`src/rtl/ps2_pkg.sv`:
```
// Shared PS/2 scan-code constants, seven-segment table, frame FSM states and status codes.
package ps2_pkg;

  localparam logic [7:0] SC_BREAK = 8'hF0;
  localparam logic [7:0] SC_EXT   = 8'hE0;

  // Make codes for hex keys 0..F, indexed by the digit value
  localparam logic [7:0] SC_HEX [16] = '{
    8'h45, 8'h16, 8'h1E, 8'h26, 8'h25, 8'h2E, 8'h36, 8'h3D,
    8'h3E, 8'h46, 8'h1C, 8'h32, 8'h21, 8'h23, 8'h24, 8'h2B
  };

  localparam logic [7:0] SEG_LUT [16] = '{
    8'h3F, 8'h06, 8'h5B, 8'h4F, 8'h66, 8'h6D, 8'h7D, 8'h07,
    8'h7F, 8'h6F, 8'h77, 8'h7C, 8'h39, 8'h5E, 8'h79, 8'h71
  };

  localparam logic [3:0] ST_IDLE     = 4'b0000;
  localparam logic [3:0] ST_MATCH    = 4'b1010;
  localparam logic [3:0] ST_MISMATCH = 4'b1011;

  typedef enum logic [1:0] {IDLE, DATA, PARITY, STOP} rx_state_e;

  typedef struct packed {
    logic       hit;
    logic [3:0] nib;
  } hex_key_t;

  function automatic hex_key_t hex_decode(input logic [7:0] sc);
    hex_key_t r;
    r = '0;
    for (int i = 0; i < 16; i++) begin
      if (sc == SC_HEX[i]) begin
        r.hit = 1'b1;
        r.nib = 4'(i);
      end
    end
    return r;
  endfunction

endpackage

```
`src/rtl/ps2_frame_rx.sv`:
```
// PS/2 frame receiver: synchroniser, kbclk falling-edge detect, 11-bit frame FSM and timeout.
// Parity is enforced only when PS2_PARITY_CHK_EN is defined.
module ps2_frame_rx
  import ps2_pkg::*;
#(
  parameter int SYNC_STAGES = 2,
  parameter int TIMEOUT_CYC = 5000
) (
  input  logic       clk,
  input  logic       rst_n,
  input  logic       kbclk,
  input  logic       kbdata,
  output logic [7:0] rx_byte,
  output logic       byte_vld,
  output logic       frame_err
);

  localparam int CW = $clog2(TIMEOUT_CYC + 1);

  logic [SYNC_STAGES-1:0] kbclk_sync_q, kbclk_sync_d;
  logic [SYNC_STAGES-1:0] kbdata_sync_q, kbdata_sync_d;
  logic                   kbclk_prev_q, kbclk_prev_d;
  rx_state_e              state_q, state_d;
  logic [2:0]             bit_idx_q, bit_idx_d;
  logic [7:0]             shift_q, shift_d;
  logic                   par_q, par_d;
  logic [CW-1:0]          to_cnt_q, to_cnt_d;
  logic [7:0]             byte_q, byte_d;
  logic                   byte_vld_q, byte_vld_d;
  logic                   frame_err_q, frame_err_d;

  logic fall, din, par_ok, timeout;

  always_comb begin
    kbclk_sync_d  = {kbclk_sync_q[SYNC_STAGES-2:0], kbclk};
    kbdata_sync_d = {kbdata_sync_q[SYNC_STAGES-2:0], kbdata};
    kbclk_prev_d  = kbclk_sync_q[SYNC_STAGES-1];
    fall          = kbclk_prev_q & ~kbclk_sync_q[SYNC_STAGES-1];
    din           = kbdata_sync_q[SYNC_STAGES-1];
`ifdef PS2_PARITY_CHK_EN
    par_ok        = ^{par_q, shift_q};
`else
    par_ok        = 1'b1;
`endif
    timeout       = (state_q != IDLE) && !fall && (to_cnt_q == CW'(TIMEOUT_CYC - 1));

    state_d     = state_q;
    bit_idx_d   = bit_idx_q;
    shift_d     = shift_q;
    par_d       = par_q;
    byte_d      = byte_q;
    byte_vld_d  = 1'b0;
    frame_err_d = 1'b0;

    if (state_q == IDLE || fall) to_cnt_d = '0;
    else                         to_cnt_d = to_cnt_q + CW'(1);

    if (timeout) begin
      state_d     = IDLE;
      frame_err_d = 1'b1;
      to_cnt_d    = '0;
    end else if (fall) begin
      case (state_q)
        IDLE: begin
          if (!din) begin
            state_d   = DATA;
            bit_idx_d = 3'd0;
          end
        end
        DATA: begin
          shift_d   = {din, shift_q[7:1]};
          bit_idx_d = bit_idx_q + 3'd1;
          if (bit_idx_q == 3'd7) state_d = PARITY;
        end
        PARITY: begin
          par_d   = din;
          state_d = STOP;
        end
        STOP: begin
          state_d = IDLE;
          if (din && par_ok) begin
            byte_d     = shift_q;
            byte_vld_d = 1'b1;
          end else begin
            frame_err_d = 1'b1;
          end
        end
        default: state_d = IDLE;
      endcase
    end
  end

  always_ff @(posedge clk or negedge rst_n) begin
    if (!rst_n) begin
      kbclk_sync_q  <= '1;
      kbdata_sync_q <= '1;
      kbclk_prev_q  <= 1'b1;
      state_q       <= IDLE;
      bit_idx_q     <= '0;
      shift_q       <= '0;
      par_q         <= 1'b0;
      to_cnt_q      <= '0;
      byte_q        <= '0;
      byte_vld_q    <= 1'b0;
      frame_err_q   <= 1'b0;
    end else begin
      kbclk_sync_q  <= kbclk_sync_d;
      kbdata_sync_q <= kbdata_sync_d;
      kbclk_prev_q  <= kbclk_prev_d;
      state_q       <= state_d;
      bit_idx_q     <= bit_idx_d;
      shift_q       <= shift_d;
      par_q         <= par_d;
      to_cnt_q      <= to_cnt_d;
      byte_q        <= byte_d;
      byte_vld_q    <= byte_vld_d;
      frame_err_q   <= frame_err_d;
    end
  end

  assign rx_byte   = byte_q;
  assign byte_vld  = byte_vld_q;
  assign frame_err = frame_err_q;

endmodule

```
`src/rtl/ps2_code_lock.sv`:
```
// PS/2 code lock top: break filtering, hex decode to 7-seg, reference/entry buffers and compare.
// Optional macro PS2_PARITY_CHK_EN (used in ps2_frame_rx) enables parity rejection.
module ps2_code_lock
  import ps2_pkg::*;
#(
  parameter int CODE_LEN    = 4,
  parameter int SYNC_STAGES = 2,
  parameter int TIMEOUT_CYC = 5000
) (
  input  logic                            clkin,
  input  logic                            rst,
  input  logic                            kbclk,
  input  logic                            kbdata,
  input  logic                            flag,
  output logic [7:0]                      dout,
  output logic [3:0]                      jgout,
  output logic                            key_vld,
  output logic                            frame_err,
  output logic [$clog2(CODE_LEN+1)-1:0]   dig_cnt
);

  localparam int CNT_W = $clog2(CODE_LEN + 1);
  localparam int BUF_W = 4 * CODE_LEN;
  localparam logic [CNT_W-1:0] FULL = CNT_W'(CODE_LEN);

  logic [7:0] rx_byte;
  logic       rx_vld;

  ps2_frame_rx #(
    .SYNC_STAGES (SYNC_STAGES),
    .TIMEOUT_CYC (TIMEOUT_CYC)
  ) u_rx (
    .clk       (clkin),
    .rst_n     (rst),
    .kbclk     (kbclk),
    .kbdata    (kbdata),
    .rx_byte   (rx_byte),
    .byte_vld  (rx_vld),
    .frame_err (frame_err)
  );

  logic             flag_s_q, flag_s_d;
  logic             flag_prev_q, flag_prev_d;
  logic             brk_q, brk_d;
  logic [7:0]       dout_q, dout_d;
  logic [3:0]       jgout_q, jgout_d;
  logic             key_vld_q, key_vld_d;
  logic [CNT_W-1:0] dig_cnt_q, dig_cnt_d;
  logic [BUF_W-1:0] entry_q, entry_d;
  logic [BUF_W-1:0] ref_q, ref_d;
  logic             flag_chg;
  hex_key_t         key;

  always_comb begin
    flag_s_d    = flag;
    flag_prev_d = flag_s_q;
    flag_chg    = flag_s_q ^ flag_prev_q;
    key         = hex_decode(rx_byte);

    brk_d     = brk_q;
    dout_d    = dout_q;
    jgout_d   = jgout_q;
    key_vld_d = 1'b0;
    dig_cnt_d = dig_cnt_q;
    entry_d   = entry_q;
    ref_d     = ref_q;

    // The byte after a break code is the released key and carries no digit
    if (rx_vld) begin
      if (brk_q) begin
        brk_d = 1'b0;
      end else if (rx_byte == SC_EXT) begin
        brk_d = 1'b0;
      end else if (rx_byte == SC_BREAK) begin
        brk_d = 1'b1;
      end else if (!key.hit) begin
        dout_d = 8'h00;
      end else if (!flag_chg) begin
        dout_d    = SEG_LUT[key.nib];
        key_vld_d = 1'b1;
        if (flag_s_q) begin
          ref_d = (ref_q << 4) | BUF_W'(key.nib);
          if (dig_cnt_q != FULL) dig_cnt_d = dig_cnt_q + CNT_W'(1);
        end else if (dig_cnt_q == FULL) begin
          entry_d   = BUF_W'(key.nib);
          dig_cnt_d = CNT_W'(1);
          jgout_d   = ST_IDLE;
        end else begin
          entry_d   = (entry_q << 4) | BUF_W'(key.nib);
          dig_cnt_d = dig_cnt_q + CNT_W'(1);
          if (dig_cnt_q == FULL - CNT_W'(1))
            jgout_d = (entry_d == ref_q) ? ST_MATCH : ST_MISMATCH;
        end
      end
    end

    // A mode switch always starts a clean entry; the reference survives
    if (flag_chg) begin
      dig_cnt_d = '0;
      entry_d   = '0;
      jgout_d   = ST_IDLE;
    end
    if (flag_s_q) jgout_d = ST_IDLE;
  end

  always_ff @(posedge clkin or negedge rst) begin
    if (!rst) begin
      flag_s_q    <= 1'b0;
      flag_prev_q <= 1'b0;
      brk_q       <= 1'b0;
      dout_q      <= '0;
      jgout_q     <= ST_IDLE;
      key_vld_q   <= 1'b0;
      dig_cnt_q   <= '0;
      entry_q     <= '0;
      ref_q       <= '0;
    end else begin
      flag_s_q    <= flag_s_d;
      flag_prev_q <= flag_prev_d;
      brk_q       <= brk_d;
      dout_q      <= dout_d;
      jgout_q     <= jgout_d;
      key_vld_q   <= key_vld_d;
      dig_cnt_q   <= dig_cnt_d;
      entry_q     <= entry_d;
      ref_q       <= ref_d;
    end
  end

  assign dout    = dout_q;
  assign jgout   = jgout_q;
  assign key_vld = key_vld_q;
  assign dig_cnt = dig_cnt_q;

endmodule

```
`config.mk`:
```
export PLATFORM = sky130hd
export DESIGN_NAME = ps2_code_lock
export DESIGN_NICKNAME = d
export VERILOG_FILES = /design/src/rtl/ps2_pkg.sv /design/src/rtl/ps2_frame_rx.sv /design/src/rtl/ps2_code_lock.sv
export SDC_FILE = /design/constraint.sdc
export NUM_CORES = 1
export LEC_CHECK = 0
export ABC_CLOCK_PERIOD_IN_PS = 6300
export CAP_MARGIN = 10
export CORE_MARGIN = 3
export CORE_UTILIZATION = 65
export DETAILED_ROUTE_END_ITERATION = 10
export PLACE_DENSITY = 0.86
export SYNTH_ARGS = -nofsm -noshare
export SYNTH_HDL_FRONTEND = slang
export SYNTH_SLANG_ARGS = --single-unit
```
`constraint.sdc`:
```
create_clock -name clkin -period 6.3 [get_ports clkin]
set_clock_uncertainty 0.2 [all_clocks]
set_input_delay 1.26 -clock clkin [delete_from_list [all_inputs] [get_ports clkin]]
set_output_delay 1.26 -clock clkin [all_outputs]
set_load 0.03 [all_outputs]
```
==> metrics.md, run 1 <==
| Metric | Value |
|---|---|
| Status | `complete, no violations` |
| Largest net degree at the start of global routing | `59` |
| Time the final worst path needs with I/O delays and setup | `3.57 ns` |
| Max clock buf depth | `2` |
| Initial Util | `68.4%` |
| Ranking of synthesized cells by area | `sky130_fd_sc_hd__dfrtp_1, sky130_fd_sc_hd__mux2_2, sky130_fd_sc_hd__ha_1` |
| Overall power | `1.28 mW` |
| Met1 track demand over resource in global routing | `32.1%` |
| Number of synthesized flops with an enable pin | `0` |
| Cell Count, Final, Fillers Out | `553` |
| WL per Instance | `16.7 um` |
| Post-DP HPWL | `6.49 mm` |
| Clock root buffer | `sky130_fd_sc_hd__clkbuf_8` |
| Number of register bits inferred by synthesis | `85` |
| Fraction of post-synthesis cell area in the top cell type by area | `42.4%` |
| Dominant cell type by area after synthesis | `sky130_fd_sc_hd__dfrtp_1` |
| Total buffers and inverters traversed by the critical path | `0` |
| Worst EP arrival | `3.61 ns` |
| Layer with the highest usage after global routing | `met2` |
| Mean cell area of the mapped netlist | `10.6 um2` |
| Total Routed Length | `9.23 mm` |
| Setup repair after global routing missed its margin | `no` |
| Met3 GRT Util | `4.97%` |
| Die Area | `8330 um2` |
| Iter 0 DRT Violations | `198` |
| Antenna violations before repair | `0` |
| Area added between synthesis and finish | `8.71%` |
| Highest ir drop seen on vdd | `0.235 mV` |
| P per Cell Area | `248 nW/um2` |
| Startpoint of the tightest hold check path | `u_rx.kbclk_sync_q[0]` |
| WP data required | `6.34 ns` |
| Critical path origin | `u_rx.rx_byte[4]` |
| Cell depth of the worst hold path | `0` |
| Post-synthesis cell count | `444` |
| Final worst-path cycle share | `56.7%` |
| Die X-Extent | `91.3 um` |
| Vias per std cell | `6.06` |
| Setup TNS Final | `0 ns` |
| Number of filler cells placed in the layout | `494` |
| R2R cell count | `6` |
| Met2 global-route usage | `37.6%` |
| Worst-path fanout max | `16` |
| GRT Resource Usage Total | `23.6%` |
| CP startpoint kind | `register` |
| TritonCTS clock tree | `built` |
| Kind of capture point of the worst setup path | `register` |
| Count of input and output buffers | `19` |
| Core area | `6910 um2` |
| Number of detailed-routing iterations run before antenna repair | `4` |
| Detailed-route via count | `3353` |
| Worst hold margin | `0.163 ns` |
| Cell-by-cell trace of the critical path | `or4b_4 -> o221ai_2 -> a31oi_2 -> a211oi_2 -> nand2_2 -> mux2_2` |
| Portion of the post-synthesis area used by sequential elements | `45.1%` |
| Number of max-cap violations | `0` |
| Stages on the worst setup path | `6` |
| Crit path max-delay family | `compound AO/OA/AOI/OAI gates` |
| Largest stage delay on the critical path | `0.69 ns` |
| Worst slew pin tran | `0.959 ns` |
| Clock net sink count | `85` |
| Final Setup Violations | `0` |
| Count of hold-fix buffers inserted at cts | `0` |
| Synth cell types | `70` |
| Placement row count | `30` |
| Count of final hold-check violations | `0` |
| Hold Path Class | `register to register` |
| Clock-pin slew reported for the worst setup and hold paths after clock tree synthesis | `0.09 ns` |
| Placed cell count | `537` |
| Via count of the first global-routing pass | `3345` |
| Fmax | `0.280 GHz` |
| Share of synthesized registers carrying an async set or reset | `100%` |
| Worst-skew pair later-pin latency | `0.36 ns` |
| Number of antenna-violating nets in the routed design | `0` |
| Top-level I/O count | `22` |
| Number of max-slew violations in the final report | `0` |
| Post-CTS Setup Bufs | `0` |
| CP max stage cell | `sky130_fd_sc_hd__a211oi_2` |
| Cell with the most instances after synthesis | `sky130_fd_sc_hd__dfrtp_1` |
| Top_reg_cell synth | `sky130_fd_sc_hd__dfrtp_1` |
| Post-synth design cell area | `4730 um2` |
| Vertical extent of the die | `91.3 um` |
| Fraction of layout cells with a size suffix above 1 | `16.0%` |
| Resize count post-CTS | `0` |
| Number of warnings reported in the yosys synthesis log | `0` |
| Post-synth top cells | `sky130_fd_sc_hd__dfrtp_1, sky130_fd_sc_hd__mux2_2, sky130_fd_sc_hd__nand2_1, sky130_fd_sc_hd__nor2_1, sky130_fd_sc_hd__inv_1` |
| Drc violations | `0` |
| Kind of critical path | `register to register` |
| Final Wtd Congestion | `0.920` |
| Post-layout net count | `474` |
| Number of antenna cells inserted | `0` |
| Critical R2R Launch | `u_rx.rx_byte[4]` |
| Number of CTS-inserted buffers | `9` |
| Leakage power total | `2.28 nW` |
| H-tree lvl count | `3` |
| Total global routing overflow | `0` |
| Wire length of the first global-routing pass | `15.8 mm` |
| Worst slew margin relative to its limit | `36.1%` |
## cells by family after synthesis
logic type / share of synthesized area, %
fa+ha+maj: 4.50
simple gates: 16.5
other cells: 0.0794
flops: 45.1
buf+inv: 4.82
mux: 9.08
xor+xnor: 5.00
compound gates: 14.8
## power breakdown
part | internal, mW | switching, mW | leakage (nW)
sequential | 0.597 | 0.0683 | 1.15
clock | 0.188 | 0.208 | 0.0968
combinational | 0.0978 | 0.116 | 1.03
total | 0.883 | 0.393 | 2.28
## layer usage
metal  up-vias  share of wire, %  wire [um]
met2        65                48       4400
met5         -                 0          0
met4         0               1.9        179
li1       1618                 -          -
met3        19               3.2        293
met1      1651                47       4360
## worst register-to-register path, cell delays in order (launching register included)
cell and delay [ns]:
sky130_fd_sc_hd__dfrtp_1 0.57, sky130_fd_sc_hd__or4b_4 0.65, sky130_fd_sc_hd__o221ai_2 0.25, sky130_fd_sc_hd__a31oi_2 0.30, sky130_fd_sc_hd__a211oi_2 0.69, sky130_fd_sc_hd__nand2_2 0.41, sky130_fd_sc_hd__mux2_2 0.39
## worst paths after layout
path                                        end  slack, ns
min reg2reg                u_rx.kbclk_sync_q[1]       0.16
max                                    ref_q[6]       2.73
max reg2reg                            ref_q[6]       2.73
max in group asynchronous              ref_q[7]       4.26
min in group asynchronous               dout[1]       0.59
min                        u_rx.kbclk_sync_q[1]       0.16
## layout by cell type, fill, tap and decap left out, types with 7 or more instances in the layout
| cell type | instances |
|---|---|
| sky130_fd_sc_hd__dfrtp_1 | 80 |
| sky130_fd_sc_hd__inv_1 | 29 |
| sky130_fd_sc_hd__nor2_1 | 31 |
| sky130_fd_sc_hd__xor2_1 | 19 |
| sky130_fd_sc_hd__nand3_1 | 17 |
| sky130_fd_sc_hd__clkbuf_8 | 9 |
| sky130_fd_sc_hd__xnor2_1 | 8 |
| sky130_fd_sc_hd__clkdlybuf4s50_1 | 18 |
| sky130_fd_sc_hd__mux2i_1 | 8 |
| sky130_fd_sc_hd__nand3b_1 | 7 |
| sky130_fd_sc_hd__ha_1 | 17 |
| sky130_fd_sc_hd__nand2_1 | 31 |
| sky130_fd_sc_hd__o21ai_0 | 11 |
| sky130_fd_sc_hd__mux2_2 | 31 |
## final cells by class
cell class | count | area, um2 | share of cell area, %
multi-input cells | 306 | 2370 | 46.1
repair buffers | 21 | 203 | 3.95
clock inverters | 7 | 80.1 | 1.56
inverters | 29 | 109 | 2.12
clock buffers | 9 | 124 | 2.41
flip-flops and latches | 85 | 2130 | 41.5
well taps | 96 | 120 | 2.34
## state kept, by name, indices dropped and copies added (netlist names)
name / flops
flag_prev_d: 1
flag_prev_q: 1
u_rx.rx_byte: 8
brk_q: 1
entry_q: 12
u_rx.kbclk_sync_q: 2
jgout: 2
key_vld: 1
u_rx.byte_vld: 1
dout: 7
u_rx.kbdata_sync_q: 2
u_rx.state_q: 2
ref_q: 16
u_rx.kbclk_prev_q: 1
u_rx.bit_idx_q: 3
u_rx.frame_err: 1
u_rx.to_cnt_q: 13
dig_cnt: 3
u_rx.shift_q: 8
## per-stage QoR
stage | setup slack, ns | util, % | cell area (um2)
2_1_floorplan | 3.22 | - | 4730
3_3_place_gp | 2.87 | 71.4 | 4930
3_5_place_dp | 2.77 | 71.4 | 4930
4_1_cts | 2.78 | 74.4 | 5140
5_1_grt | 2.48 | 74.4 | 5140
6_report | 2.73 | 74.4 | 5140
Power figures use the tool's default switching activity.
==> inputs of run 2 (changes only) <==
ABC_CLOCK_PERIOD_IN_PS = 3550   (was 6300)
CORE_UTILIZATION = 61   (was 65)
PLACE_DENSITY = 0.81   (was 0.86)
clock period = 3.55 ns   (was 6.3 ns; I/O delays follow)
==> metrics.md, run 2 (same netlist as run 1, synthesis figures left out) <==
| Metric | Value |
|---|---|
| WL per Instance | `16.0 um (-4.4%)` |
| Number of CTS-inserted buffers | `9 (unchanged)` |
| Clock net sink count | `85 (unchanged)` |
| Top-level I/O count | `22 (unchanged)` |
| Worst slew pin tran | `1.03 ns (+0.0745 ns)` |
| Register with the most flip-flops | `ref_q` |
| Detailed-route via count | `3390 (+1.1%)` |
| Part of the power in the clock network | `29.1% (-1.9 points)` |
| Most frequent cells in the layout | `sky130_fd_sc_hd__dfrtp_1, sky130_fd_sc_hd__nor2_1, sky130_fd_sc_hd__nand2_1, sky130_fd_sc_hd__mux2_2, sky130_fd_sc_hd__inv_1` |
| Final Setup Violations | `0 (unchanged)` |
| Count of final hold-check violations | `0 (unchanged)` |
| Worst-path fanout max | `16 (unchanged)` |
| Worst-case setup margin in the final layout | `0.375 ns (-2.35 ns)` |
| Total Routed Length | `8.94 mm (-3.1%)` |
| Worst EP arrival | `3.23 ns (-0.38 ns)` |
| Setup TNS Final | `0 ns (unchanged)` |
| Largest register FFs | `16 (unchanged)` |
| Initial Util | `64.1% (-4.3 points)` |
| Die X-Extent | `94.0 um (+3.0%)` |
| Slack of the worst reg-to-reg path | `0.38 ns (-2.35 ns)` |
| Via count of the first global-routing pass | `3266 (-2.4%)` |
| Number of filler cells placed in the layout | `538 (+8.9%)` |
| Met2 WL post-DR | `4.26 mm (-3.0%)` |
| Leading registers by flop count | `ref_q: 16 flops, u_rx.to_cnt_q: 13 flops, entry_q: 12 flops` |
| Post-layout net count | `478 (+0.84%)` |
| Final worst-path cycle share | `89.4% (+33 points)` |
| Count of input and output buffers | `19 (unchanged)` |
| Fmax | `0.315 GHz (+12%)` |
| Resize count post-CTS | `0 (unchanged)` |
| Kind of critical path | `register to register` |
| Drc violations | `0 (unchanged)` |
| P_int | `1.52 mW (+72%)` |
| Iter 0 DRT Violations | `187 (-5.6%)` |
| Count of hold-fix buffers inserted at cts | `0 (unchanged)` |
| Core area | `7370 um2 (+6.7%)` |
| CP startpoint kind | `register` |
| Time the final worst path needs with I/O delays and setup | `3.17 ns (-0.395 ns)` |
| Worst slew margin relative to its limit | `31.1% (-5.0 points)` |
| Clock-pin slew reported for the worst setup and hold paths after clock tree synthesis | `0.09 ns (about the same)` |
| Area added between synthesis and finish | `9.03%` |
| P per Cell Area | `428 nW/um2 (+72%)` |
| Placement row count | `31 (+3.3%)` |
| Number of max-slew violations in the final report | `0 (unchanged)` |
| Number of antenna-violating nets in the routed design | `0 (unchanged)` |
| Post-CTS Setup Bufs | `0 (unchanged)` |
| Fraction of layout cells with a size suffix above 1 | `16.5% (+0.51 points)` |
| Status | `complete, no violations` |
| Top routing layer in use | `met4` |
| Clock root buffer | `sky130_fd_sc_hd__clkbuf_8` |
| Share of power burned in combinational logic | `17.4% (+0.6 points)` |
| Seq pwr share | `53.5% (+1.3 points)` |
| Setup repair after global routing missed its margin | `no` |
| Number of antenna cells inserted | `0 (unchanged)` |
| Met1 layer wirelength in the final routing | `4.04 mm (-7.4%)` |
| Vertical extent of the die | `94.0 um (+3.0%)` |
| Switching part of the total power | `31.2% (+0.39 points)` |
| Final standard cell utilization of the core | `69.9% (-4.5 points)` |
| Largest net degree at the start of global routing | `86 (+46%)` |
| Number of max-cap violations | `0 (unchanged)` |
| Kind of capture point of the worst setup path | `register` |
| Max clock buf depth | `2 (unchanged)` |
| Die Area | `8840 um2 (+6.1%)` |
| Leakage power total | `2.29 nW (+0.52%)` |
| WP data required | `3.60 ns (-2.74 ns)` |
| Highest ir drop seen on vdd | `0.345 mV (+47%)` |
| Number of detailed-routing iterations run before antenna repair | `4 (unchanged)` |
| Cell Count, Final, Fillers Out | `560 (+1.3%)` |
| Worst-skew pair later-pin latency | `0.36 ns (about the same)` |
| Hold Path Class | `register to register` |
| Total met3 wirelength after detailed routing | `471 um (+61%)` |
| Total global routing overflow | `0 (unchanged)` |
| Most common cell after layout, fill and taps aside | `sky130_fd_sc_hd__dfrtp_1` |
| Wire length of the first global-routing pass | `15.4 mm (-2.4%)` |
| Antenna violations before repair | `0 (unchanged)` |
| Worst hold margin | `0.160 ns (-0.00282 ns)` |
| Placed cell count | `544 (+1.3%)` |
| Worst Setup Slack post-DPL | `0.399 ns (-2.38 ns)` |
| Post-DP HPWL | `6.22 mm (-4.2%)` |
| Final Wtd Congestion | `0.992 (+7.8%)` |
| GRT Resource Usage Total | `22.2% (-1.4 points)` |
| Vias per std cell | `6.05 (-0.16%)` |
| H-tree lvl count | `3 (unchanged)` |
| Power dissipated by switching net loads | `0.687 mW (+75%)` |
| TritonCTS clock tree | `built` |
run 2: cell type report:
cell class | count | area, um2 | share of cell area, %
clock buffers | 11 | 141 | 2.74
clock inverters | 5 | 43.8 | 0.850
inverters | 29 | 109 | 2.11
multi-input cells | 306 | 2370 | 46.0
flip-flops and latches | 85 | 2130 | 41.4
well taps | 99 | 124 | 2.40
repair buffers | 25 | 233 | 4.52
run 2: path summary, 6_finish.rpt:
kind,startpoint,endpoint,depth (start not counted)
max,u_rx.rx_byte[4],entry_q[6],6
min,u_rx.kbclk_sync_q[0],u_rx.kbclk_sync_q[1],0
max reg2reg,u_rx.rx_byte[4],entry_q[6],6
min reg2reg,u_rx.kbclk_sync_q[0],u_rx.kbclk_sync_q[1],0
max in group asynchronous,rst,dout[1],1
min in group asynchronous,rst,key_vld,1
run 2: power by group through the flow:
stage	clock network [mW]	logic (mW)	registers, mW
2_1_floorplan	0	0.326	1.15
3_3_place_gp	0	0.364	1.19
3_5_place_dp	0	0.385	1.20
4_1_cts	0.670	0.385	1.18
5_1_grt	0.704	0.431	1.20
6_report	0.641	0.384	1.18
run 2: metal layers:
metal	track usage, %	vias to the layer above
met5	0	-
met4	7.58	0
met3	4.57	16
met2	35.1	90
met1	30.5	1658
li1	-	1626
run 2: through the flow:
| stage | cell area [um2] | power [mW] |
|---|---|---|
| floorplan | 4730 | 1.47 |
| global placement | 4970 | 1.55 |
| detailed placement | 4970 | 1.58 |
| CTS | 5150 | 2.23 |
| global route | 5150 | 2.33 |
| finish | 5150 | 2.20 |
run 2: critical path, stage by stage (launching register included):
cell and delay, ns:
sky130_fd_sc_hd__dfrtp_1 0.57, sky130_fd_sc_hd__or4b_4 0.65, sky130_fd_sc_hd__o221ai_2 0.28, sky130_fd_sc_hd__a31oi_2 0.21
sky130_fd_sc_hd__a21o_1 0.32, sky130_fd_sc_hd__or3_1 0.55, sky130_fd_sc_hd__o31ai_1 0.28
